<file path="src/rtl/ahb3lite_sdram_wrbuf.sv">
// rtl/ahb3lite_sdram_wrbuf.sv - write-combining line buffer feeding the SDRAM command sequencer
// Gathers byte-masked writes into one aligned line, then drains it as a single masked burst.
module ahb3lite_sdram_wrbuf #(
  parameter int HADDR_SIZE   = 20,
  parameter int HDATA_SIZE   = 32,
  parameter int BUFFER_WORDS = 8,
  parameter int TIMEOUT_SIZE = 8
)(
  input  logic                    HCLK,
  input  logic                    PRESETn,
  input  logic [TIMEOUT_SIZE-1:0] timeout_i,
  input  logic                    wr_req_i,
  input  logic [HADDR_SIZE-1:0]   wr_adr_i,
  input  logic [HDATA_SIZE/8-1:0] wr_be_i,
  input  logic [HDATA_SIZE-1:0]   wr_dat_i,
  output logic                    wr_ready_o,
  input  logic                    flush_i,
  output logic                    flush_req_o,
  output logic [HADDR_SIZE-1:0]   flush_adr_o,
  input  logic                    flush_ack_i,
  input  logic                    rd_en_i,
  output logic [HDATA_SIZE-1:0]   rd_dat_o,
  output logic [HDATA_SIZE/8-1:0] rd_be_o,
  output logic                    empty_o
);
  localparam int BE_SIZE  = HDATA_SIZE / 8;
  localparam int LB       = $clog2(BUFFER_WORDS * BE_SIZE);
  localparam int WB       = $clog2(BUFFER_WORDS);
  localparam int TAG_SIZE = HADDR_SIZE - LB;

  typedef enum logic [1:0] {EMPTY, FILL, FLUSH, DRAIN} state_t;

  state_t                  r_state;
  state_t                  w_next;
  logic [TAG_SIZE-1:0]     r_tag;
  logic [HDATA_SIZE-1:0]   r_data [BUFFER_WORDS];
  logic [BE_SIZE-1:0]      r_valid [BUFFER_WORDS];
  logic [TIMEOUT_SIZE-1:0] r_timer;
  logic [WB-1:0]           r_ptr;

  logic [TAG_SIZE-1:0]     w_tag;
  logic [WB-1:0]           w_widx;
  logic                    w_tag_hit;
  logic                    w_accept;
  logic                    w_full;
  logic                    w_timeout;
  logic                    w_last;
  logic                    w_unused;

  assign w_tag     = wr_adr_i[HADDR_SIZE-1:LB];
  assign w_widx    = wr_adr_i[LB-1 -: WB];
  assign w_unused  = ^wr_adr_i[LB-WB-1:0];
  assign w_tag_hit = (w_tag == r_tag);
  assign w_accept  = wr_req_i & wr_ready_o;
  assign w_last    = (r_ptr == WB'(BUFFER_WORDS - 1));

  // The idle timer fires on the edge where it would count down to zero.
  assign w_timeout = (timeout_i != '0) && !w_accept && (r_timer <= TIMEOUT_SIZE'(1));

  always_comb begin
    w_full = 1'b1;
    for (int i = 0; i < BUFFER_WORDS; i++)
      if (r_valid[i] != '1) w_full = 1'b0;
  end

  always_ff @(posedge HCLK or posedge PRESETn) begin
    if (PRESETn) r_state <= EMPTY;
    else         r_state <= w_next;
  end

  always_comb begin
    w_next = r_state;
    case (r_state)
      EMPTY: if (w_accept) w_next = FILL;
      FILL:  if ((wr_req_i && !w_tag_hit) || flush_i || w_full || w_timeout) w_next = FLUSH;
      FLUSH: if (flush_ack_i) w_next = DRAIN;
      DRAIN: if (rd_en_i && w_last) w_next = EMPTY;
      default: w_next = EMPTY;
    endcase
  end

  always_comb begin
    wr_ready_o  = 1'b0;
    flush_req_o = 1'b0;
    empty_o     = 1'b0;
    rd_dat_o    = '0;
    rd_be_o     = '0;
    case (r_state)
      EMPTY: begin
        wr_ready_o = 1'b1;
        empty_o    = 1'b1;
      end
      FILL:  wr_ready_o  = w_tag_hit;
      FLUSH: flush_req_o = 1'b1;
      DRAIN: begin
        rd_dat_o = r_data[r_ptr];
        rd_be_o  = r_valid[r_ptr];
      end
      default: ;
    endcase
  end

  assign flush_adr_o = {r_tag, {LB{1'b0}}};

  always_ff @(posedge HCLK or posedge PRESETn) begin
    if (PRESETn) begin
      r_tag   <= '0;
      r_timer <= '0;
      r_ptr   <= '0;
      for (int i = 0; i < BUFFER_WORDS; i++) r_valid[i] <= '0;
    end else begin
      if (w_accept) begin
        r_tag           <= w_tag;
        r_timer         <= timeout_i;
        r_valid[w_widx] <= r_valid[w_widx] | wr_be_i;
      end else if (r_state == FILL && r_timer != '0) begin
        r_timer <= r_timer - TIMEOUT_SIZE'(1);
      end
      if (r_state == FLUSH && flush_ack_i) r_ptr <= '0;
      if (r_state == DRAIN && rd_en_i) begin
        r_ptr <= r_ptr + WB'(1);
        if (w_last)
          for (int i = 0; i < BUFFER_WORDS; i++) r_valid[i] <= '0;
      end
    end
  end

  // Data bytes are qualified by r_valid, so they need no reset.
  always_ff @(posedge HCLK) begin
    if (w_accept)
      for (int b = 0; b < BE_SIZE; b++)
        if (wr_be_i[b]) r_data[w_widx][8*b +: 8] <= wr_dat_i[8*b +: 8];
  end
endmodule

</file>
<file path="config.mk">
export PLATFORM = sky130hd
export DESIGN_NAME = ahb3lite_sdram_wrbuf
export DESIGN_NICKNAME = d
export VERILOG_FILES = /design/src/rtl/ahb3lite_sdram_wrbuf.sv
export SDC_FILE = /design/constraint.sdc
export NUM_CORES = 1
export LEC_CHECK = 0
export ABC_AREA = 1
export CAP_MARGIN = 25
export CELL_PAD_IN_SITES_DETAIL_PLACEMENT = 1
export CELL_PAD_IN_SITES_GLOBAL_PLACEMENT = 1
export CORE_UTILIZATION = 45
export DETAILED_ROUTE_END_ITERATION = 8
export GPL_ROUTABILITY_DRIVEN = 0
export PLACE_DENSITY = 0.89
export SLEW_MARGIN = 30
export SYNTH_ARGS = -nofsm -noshare
export SYNTH_HDL_FRONTEND = slang
export SYNTH_SLANG_ARGS = --single-unit
</file>
<file path="constraint.sdc">
create_clock -name HCLK -period 4.5 [get_ports HCLK]
set_input_delay 0.45 -clock HCLK [delete_from_list [all_inputs] [get_ports HCLK]]
set_output_delay 0.45 -clock HCLK [all_outputs]
set_load 0.02 [all_outputs]
</file>
==> results.sh <==
export IMPL_final_cells=1921
export IMPL_drtIter0Drc=935
export IMPL_postCtsSetupBuffers=0
export IMPL_internal_power_uw=6330
export IMPL_power_density_nw_per_um2=593
export IMPL_crit_family="buffers and inverters"
export IMPL_maxCapViolations=0
export IMPL_drc=0
export IMPL_path_clk_slew_ns=0.06
export IMPL_slowest_delay_ns=0.66
export IMPL_yosys_cell_types_count=36
export IMPL_cts_hold_buffers=0
export IMPL_yosys_warnings=0
export IMPL_run_status="finished, final reports clean"
export IMPL_areaGrowthSynthToFinish_pct=18.5
export IMPL_dr_pass1_iters=5
export IMPL_skew_ns=0.0141
export IMPL_clock_latency_ns=0.52
export IMPL_grt_max_degree=83
export IMPL_crit_top_cell="o21ai_0"
export IMPL_synth_avg_cell_area_um2=10.2
export IMPL_rows=64
export IMPL_coreArea_um2=30900
export IMPL_holdWs_ns=0.375
export IMPL_fin_crit_ns=3.68
export IMPL_ys_seq_area_share_pct=64.4
export IMPL_diodes=0
export IMPL_required_ns=4.05
export IMPL_power_frac_comb_pct=34.5
export IMPL_critPathKind="reg2out"
export IMPL_seqPwrFrac_pct=36.9
export IMPL_wirelength_mm=42.0
export IMPL_mappedNetlistArea_um2=14300
export IMPL_vias_per_cell=5.78
export IMPL_cts_resized=0
export IMPL_path_cells="clkinv_2 > buf_4 > o21ai_0 > o22ai_1 > o21ai_0 > a31oi_1 > clkdlybuf4s50_1"
export IMPL_place_area_um2=15800
export IMPL_hold_viol=0
export IMPL_dpl_hpwl_mm=26.3
export IMPL_final_core_util_pct=54.7
export IMPL_tns_ns=0
export IMPL_post_drt_wl_per_cell_um=21.9
export IMPL_cts_root_buf="clkbuf_16"
export IMPL_worstPathArrival_ns=3.23
export IMPL_initial_core_util_pct=46.2
export IMPL_cts_htree_levels=2
export IMPL_p_switching_uw=3710
export IMPL_clock_sinks=316
export IMPL_antenna_found_initial=0
export IMPL_track_usage_pct=26.1
export IMPL_end_kind="output port"
export IMPL_setup_viol=0
export IMPL_slew_headroom_pct=32.9
export IMPL_period_share_pct=81.9
export IMPL_cp_max_fo=49
export IMPL_die_x_um=180
export IMPL_slew_viol_final=0
export IMPL_layout_drive_gt1_share_pct=7.02
export IMPL_fmax_mhz=271
export IMPL_rsz0062_at_grt="false"
export IMPL_cp_buffers_inverters=3
export IMPL_grt_ovfl_total=0
export IMPL_grt_pass1_wl_mm=65.8
export IMPL_power_frac_clock_pct=28.6
export IMPL_hp_class="in2async"
export IMPL_ctsLongestPathBuffers=3
export IMPL_leakagePower_uw=0.00662
export IMPL_grt_pass1_vias=12000
export IMPL_cts_made_buffers=36
export IMPL_final_area_um2=16900
export IMPL_numPortBuffers=121
export IMPL_peakVddDrop_mv=0.331
export IMPL_die_area_um2=32400
export IMPL_switching_share_pct=37.0
export IMPL_worst_slew_pin_slew_ns=1.00
export IMPL_critPathLaunchType="flip-flop"
export IMPL_cts_tree="built"
export IMPL_dpl_cell_count=1857
export IMPL_crit_slowest_cell="clkdlybuf4s50_1"
export IMPL_ys_seq_elements=316
export IMPL_synthCells=1402
export IMPL_ios=129
export IMPL_num_vias=11100
export IMPL_die_h_um=180
export IMPL_final_net_count=1578
export IMPL_final_antenna_net_count=0
layout make-up:
class                   instances  area [um^2]
clock buffers                  47          983
clock inverters                17          163
fillers                      3368        14000
inverters                     124          473
multi-input cells             884         4240
flip-flops and latches        316         9190
well taps                     396          495
repair buffers                137         1370
logic make-up after synthesis:
group / Yosys count / synth area share, %
buffers and inverters: 206 / 6.09
other: 1 / 0.0263
DFF: 316 / 64.4
adders and majority gates: 9 / 0.789
AOI/OAI and AO/OA: 298 / 11.3
and+or+nand+nor: 565 / 17.0
xor gates and xnor gates: 7 / 0.430
cells in the mapped netlist, drive strengths merged:
cell	count	area, um^2
a21oi	22	110
a31oi	37	238
buf	36	226
clkbuf	46	173
conb	1	3.75
dfrtp	60	1500
edfxtp	256	7690
ha	9	113
inv	124	470
nand2	182	721
nand3	38	240
nand3b	2	15.0
nand4	43	269
nor2	293	1120
nor3	5	47.5
nor4	2	12.5
o211ai	4	35.0
o21ai	199	996
o21bai	3	22.5
o22ai	33	206
xnor2	2	17.5
xor2	5	43.8
worst register-to-register path, stage by stage, from the launching register on:
cell	delay, ns
dfrtp_1	0.40
inv_1	0.06
nand2_1	0.05
nand2_1	0.05
nor2_1	0.11
nand2_1	0.09
nor2_2	0.14
nand3_1	0.09
nand2_2	0.08
nand2_2	0.04
buf_4	0.27
inv_6	0.23
nand2_4	0.11
nor2_1	0.77
power groups by stage:
| stage | registers (uW) | clock network (uW) | logic [uW] |
|---|---|---|---|
| 6_report | 3700 | 2870 | 3460 |
| 5_1_grt | 3730 | 3000 | 3790 |
| 3_5_place_dp | 3740 | 0 | 3390 |
| 3_3_place_gp | 3720 | 0 | 3200 |
| 4_1_cts | 3690 | 2920 | 3460 |
| 2_1_floorplan | 3740 | 0 | 2120 |
cells in the final DEF, fill, tap and decap left out, types with 6 or more instances in the layout:
cell,synthesis,routed
nor2_1,287,283
edfxtp_1,256,256
o21ai_0,183,183
nand2_1,175,175
clkdlybuf4s50_1,0,121
inv_1,117,115
dfrtp_1,60,58
nand4_1,43,43
clkbuf_16,0,37
a31oi_1,36,36
o22ai_1,33,33
nand3_1,28,28
a21oi_1,22,22
o21ai_1,16,16
buf_4,9,13
nand3_2,10,10
ha_1,9,9
nor2_2,4,8
clkbuf_1,46,8
clkinv_1,0,7
clkinv_2,0,6
inv_2,6,6
worst paths after layout:
check / startpoint / endpoint / slack [ns] / depth (start not counted)
max reg2reg: r_tag[14]$_DFFE_PP0N_ / r_data[4][2]$_DFFE_PP_ / 1.64 / 13
max in group asynchronous: PRESETn / r_tag[7]$_DFFE_PP0N_ / 3.34 / 3
min in group HCLK: r_timer[1]$_DFFE_PP0P_ / r_timer[1]$_DFFE_PP0P_ / 0.52 / 2
max: r_ptr[0]$_DFFE_PP0P_ / rd_dat_o[16] / 0.82 / 7
min: PRESETn / r_valid[22]$_DFF_PP0_ / 0.38 / 2
min reg2reg: r_timer[1]$_DFFE_PP0P_ / r_timer[1]$_DFFE_PP0P_ / 0.52 / 2
per-layer routing:
layer | GRT usage [%] | up-vias | wire [um]
met1 | 32.0 | 5550 | 16900
met2 | 46.2 | 434 | 21300
met3 | 4.14 | 109 | 2360
li1 | - | 5016 | -
met4 | 10.4 | 0 | 1370
met5 | 0 | - | 0
sequential cells by signal, indices dropped and copies added (netlist names):
register and count:
r_timer 8, r_data 256, r_state 2, r_tag 15
r_ptr 3, r_valid 32
stage by stage:
step	setup slack [ns]	power (uW)
after floorplan	2.31	5860
after global placement	1.16	6920
after CTS	0.784	10100
after global routing	0.634	10500
after detailed placement	1.05	7130
final	0.816	10000
(Power assumes the default switching activity.)
==> RTL edit 1, RTL diff (same flow settings) <==
`HADDR_SIZE`: 20 -> 30.
--- a/src/rtl/ahb3lite_sdram_wrbuf.sv
+++ b/src/rtl/ahb3lite_sdram_wrbuf.sv
@@ -1,7 +1,7 @@
 // rtl/ahb3lite_sdram_wrbuf.sv - write-combining line buffer feeding the SDRAM command sequencer
 // Gathers byte-masked writes into one aligned line, then drains it as a single masked burst.
 module ahb3lite_sdram_wrbuf #(
-  parameter int HADDR_SIZE   = 20,
+  parameter int HADDR_SIZE   = 30,
   parameter int HDATA_SIZE   = 32,
   parameter int BUFFER_WORDS = 8,
   parameter int TIMEOUT_SIZE = 8
Ports: changed (resized flush_adr_o and wr_adr_i); port bits go from 129 to 149. No check against the original RTL was run, so the function may have changed too.
==> RTL edit 1 against the original RTL <==
Setup slack worse by 0.14 ns. Critical path type unchanged. Routed wire length is 6.1% higher. Sequential cell count is 10 higher. First-iteration DRC count is 0.53% lower. Final area is 3.4% higher. Clock power is 5% lower. Non-clock buffer count is 46 higher. Largest cell class unchanged. Global-route usage is 0.88 points higher. Critical endpoint is now rd_dat_o[30]. Hold slack worse by 0.11 ns. Total power is 2.3% higher. Maximum frequency is 3.6% lower. Area after synthesis is 1.5% higher.
==> RTL edit 1: results (changes against the original RTL) <==
* Fill count at 3377 (+0.27%)
* Max IR drop VDD at 0.322 mV (-2.7%)
* GR Layer Usage met2 at 47.4% (+1.2 points)
* Switching share of power at 37.8% (+0.88 points)
* Sequential fraction of the synthesis area at 65.1% (+0.76 points)
* Clk. pwr at 2.72 mW (-5%)
* Largest net degree at the start of global routing at 74 (-11%)
* Max Fanout on Critical Path at 58 (+18%)
* GRT Resource Usage Total at 27.0% (+0.88 points)
* Metal-1 WL at 17.2 mm (+1.8%)
* Static leakage at 6.77 nW (+2.2%)
* Status: finished clean
* Reg-to-reg endpoint: r_data[6][12]$_DFFE_PP_
* Worst r2r path cells at 10 (-3)
* Arr. time, crit path at 3.37 ns (+0.14 ns)
* First-pass GRT wire length at 68.5 mm (+4.1%)
* Worst setup path endpoint: rd_dat_o[30]
* Met3 Wirelength at 3.05 mm (+29%)
* Compound-Gate Fraction of Synth Area at 10.9% (-0.39 points)
* WL final at 44.5 mm (+6.1%)
* Xor/xnor share of the synthesized area at 1.33% (+0.90 points)
* Post-Synth Adder-Cell Area at 0.777% (-0.012 points)
* Via count at 11400 (+2.9%)
* Cell variety after synth at 37 (+2.8%)
* Initial drt markers at 930 (-0.53%)
* Grt met3 use at 5.70% (+1.6 points)
* Slew margin rel. at 33.4% (+0.52 points)
* DR top layer: met5
* CP delay by family, top: buffers and inverters
* Final nets at 1648 (+4.4%)
* Vias in the first global route at 12300 (+2.4%)
* Largest registers: r_data x256, r_valid x32, r_tag x25
* Hpwl dp at 27.0 mm (+2.9%)
* Critical path's largest stage delay at 0.62 ns (-0.04 ns)
* Slowest-stage cell, CP: dfrtp_4
* Port buffer count at 141 (+17%)
* FF-to-FF Start: r_tag[11]$_DFFE_PP0N_
* Met2 WL at 22.6 mm (+5.9%)
* Async set-reset flop share out of synthesis at 21.5% (+2.5 points)
* Worst clock skew at 0.0186 ns (+0.00449 ns)
* Combinational share of power at 35.6% (+1.1 points)
* TritonRoute pass-1 iters at 7 (+2)
* Synth cell count leaders: nor2_1 (299), edfxtp_1 (256), nand2_1 (204)
* Routing usage on met1 at 32.0% (about the same)
* R2R setup slack at 1.36 ns (-0.28 ns)
* Initial antenna violation count at 3 (+3)
[RTL edit 1: metrics by stage]
stage / std cells / instance area, um^2 / worst slack (ns) / hold slack (ns) / power [mW]
floorplan: 1417 / 14500 / 2.27 / 0.490 / 6.12
global placement: 1923 / 16400 / 1.02 / 0.503 / 7.28
detailed placement: 1923 / 16400 / 0.894 / 0.525 / 7.50
CTS: 1988 / 17500 / 0.661 / 0.255 / 10.3
global route: 1990 / 17500 / 0.532 / 0.310 / 10.7
finish: 1990 / 17500 / 0.679 / 0.263 / 10.3
[RTL edit 1: cell type report]
type | count | share of cell area, %
inverter | 96 | 2.07
clock inverter | 13 | 0.444
multi-input combinational | 916 | 24.9
clock buffer | 52 | 5.61
tap | 402 | 2.88
sequential | 326 | 54.0
antenna | 2 | 0.0286
timing repair buffer | 183 | 10.1
[RTL edit 1: worst register-to-register path: cells and delay by family, from the launching register on]
family                 cells  cell delay (ns)
buffers and inverters      1             0.06
AND/OR/NAND/NOR            9             2.32
flip-flops                 1             0.39
==> RTL edit 2, RTL diff (same settings) <==
Without the edit above. Encoding of `state_t`: now Gray code (2 bits for 4 states).
--- a/src/rtl/ahb3lite_sdram_wrbuf.sv
+++ b/src/rtl/ahb3lite_sdram_wrbuf.sv
@@ -28,7 +28,7 @@
   localparam int WB       = $clog2(BUFFER_WORDS);
   localparam int TAG_SIZE = HADDR_SIZE - LB;
 
-  typedef enum logic [1:0] {EMPTY, FILL, FLUSH, DRAIN} state_t;
+  typedef enum logic [1:0] {EMPTY = 2'b00, FILL = 2'b01, FLUSH = 2'b11, DRAIN = 2'b10} state_t;
 
   state_t                  r_state;
   state_t                  w_next;
Function: no difference found for any inputs over 4 cycles, from zero or initial values and one cycle with PRESETn high; so few cycles prove little.
==> RTL edit 2 against the original RTL <==
Final area is 2.1% lower. Sequential cell count stayed put. Total power is 3.6% lower. Routed wire length is 0.81% lower. Setup slack worse by 0.37 ns. Core utilization is 0.73 points higher. Non-clock buffer count is 28 higher. Area after synthesis is 3.4% lower.
==> RTL edit 2: results (changes against the original RTL) <==
* Initial drt markers at 962 (+2.9%)
* Detail-routed via count per cell at 5.77 (-0.24%)
* Routing usage on met1 at 32.8% (+0.82 points)
* Status: finished clean
* Worst setup path endpoint: rd_be_o[0]
* Worst-path clk slew at 0.06 ns (about the same)
* Met2 WL at 21.3 mm (-0.11%)
* Post-synth EDFFs at 256 (unchanged)
* Worst Setup SP: r_ptr[1]$_DFFE_PP0P_
* First-pass GRT wire length at 64.2 mm (-2.5%)
* GR Layer Usage met2 at 46.9% (+0.73 points)
* Port buffer count at 121 (unchanged)
* Worst-Skew Late Latency at 0.52 ns (about the same)
* Final nets at 1526 (-3.3%)
* Pre-CTS setup slack at 0.923 ns (-0.123 ns)
* Cts bufs inserted at 35 (-2.8%)
* CTS Hold Bufs at 0 (unchanged)
* Met3 Wirelength at 2.49 mm (+5.4%)
* Cell variety after synth at 38 (+5.6%)
* Synth cell count leaders: nor2_1 (297), edfxtp_1 (256), o21ai_0 (208)
* Hpwl dp at 26.0 mm (-1.2%)
* Reg-to-reg endpoint: r_data[2][27]$_DFFE_PP_
* Vias in the first global route at 11500 (-4.0%)
* Static leakage at 6.21 nW (-6.3%)
* WL final at 41.6 mm (-0.81%)
* Slew margin rel. at 37.8% (+5.0 points)
* Worst clock skew at 0.0212 ns (+0.00712 ns)
* Layout cells sized above 1 at 8.41% (+1.4 points)
* GRT Resource Usage Total at 26.9% (+0.79 points)
* TritonRoute pass-1 iters at 6 (+1)
* Max IR drop VDD at 0.232 mV (-30%)
* Top cells by area, synth: edfxtp_1 (56%), dfrtp_1 (11%), nor2_1 (8.1%), o21ai_0 (7.5%), nand2_1 (3.6%)
* Slowest-stage cell, CP: dfrtp_2
* Largest net degree at the start of global routing at 89 (+7.2%)
* Max Fanout on Critical Path at 33 (-33%)
* Initial antenna violation count at 0 (unchanged)
* R2R setup slack at 1.34 ns (-0.30 ns)
* Arr. time, crit path at 3.61 ns (+0.38 ns)
* Metal-1 WL at 16.2 mm (-4.1%)
* FF-to-FF Start: r_tag[10]$_DFFE_PP0N_
* Sequential fraction of the synthesis area at 66.6% (+2.3 points)
* Grt met3 use at 4.57% (+0.43 points)
* H-tree depth at 2 (unchanged)
* Critical path's largest stage delay at 0.85 ns (+0.19 ns)
* Minimum clock period at 4.06 ns (+0.372 ns)
* Fill count at 3197 (-5.1%)
==> RTL edit 2: cell types whose count changed after synthesis, sizes merged, moves of 5 or more <==
cell,unedited run,this run
nand3,38,22
buf,36,21
nor2,293,306
clkbuf,46,53
o21ai,199,222
o22ai,33,38
a21oi,22,28
inv,124,90
nand2,182,139
nand4,43,11
==> RTL edit 2: final cells by class <==
type	instances	area share, %
Clock inverter	13	0.687
Timing Repair Buffer	165	9.38
Multi-Input combinational cell	839	23.8
Inverter	94	2.15
Sequential cell	316	55.5
Clock buffer	48	5.58
Tap cell	390	2.94
==> RTL edit 2: through the flow <==
step / cells / hold slack, ns / total power, mW / instance area (um^2)
floorplan: 1323 / 0.504 / 5.71 / 13800
global placement: 1804 / 0.511 / 6.75 / 15500
detailed placement: 1804 / 0.522 / 6.96 / 15500
CTS: 1865 / 0.387 / 9.69 / 16600
global route: 1865 / 0.415 / 10.1 / 16600
finish: 1865 / 0.363 / 9.68 / 16600
==> RTL edit 2: worst register-to-register path, cell delays in order (launching register included) <==
cell and delay [ns]:
dfrtp_1 0.41, inv_1 0.06, nand2_1 0.07, nand2_1 0.06, nor2_1 0.16, nand2_1 0.12
nor2_2 0.13, nand3_2 0.10, nand2_4 0.11, nand2_4 0.32, inv_2 0.41, nand2_1 0.40
nor2_1 0.28, buf_4 0.24
==> RTL edit 2: logic make-up after synthesis <==
group	count (synthesis)	synth area share (%)
XOR/XNOR	5	0.318
adder cells (fa/ha/maj)	5	0.454
flip-flops	316	66.6
other	1	0.0272
AO/OA/AOI/OAI	337	13.2
AND/OR/NAND/NOR	487	14.5
buffers and inverters	168	4.92
==> RTL edit 2: where the power goes <==
part / internal (mW) / leakage, nW / switching (mW)
Sequential: 3.47 / 2.99 / 0.320
Clock: 1.55 / 0.503 / 1.13
Combinational: 1.10 / 2.71 / 2.11
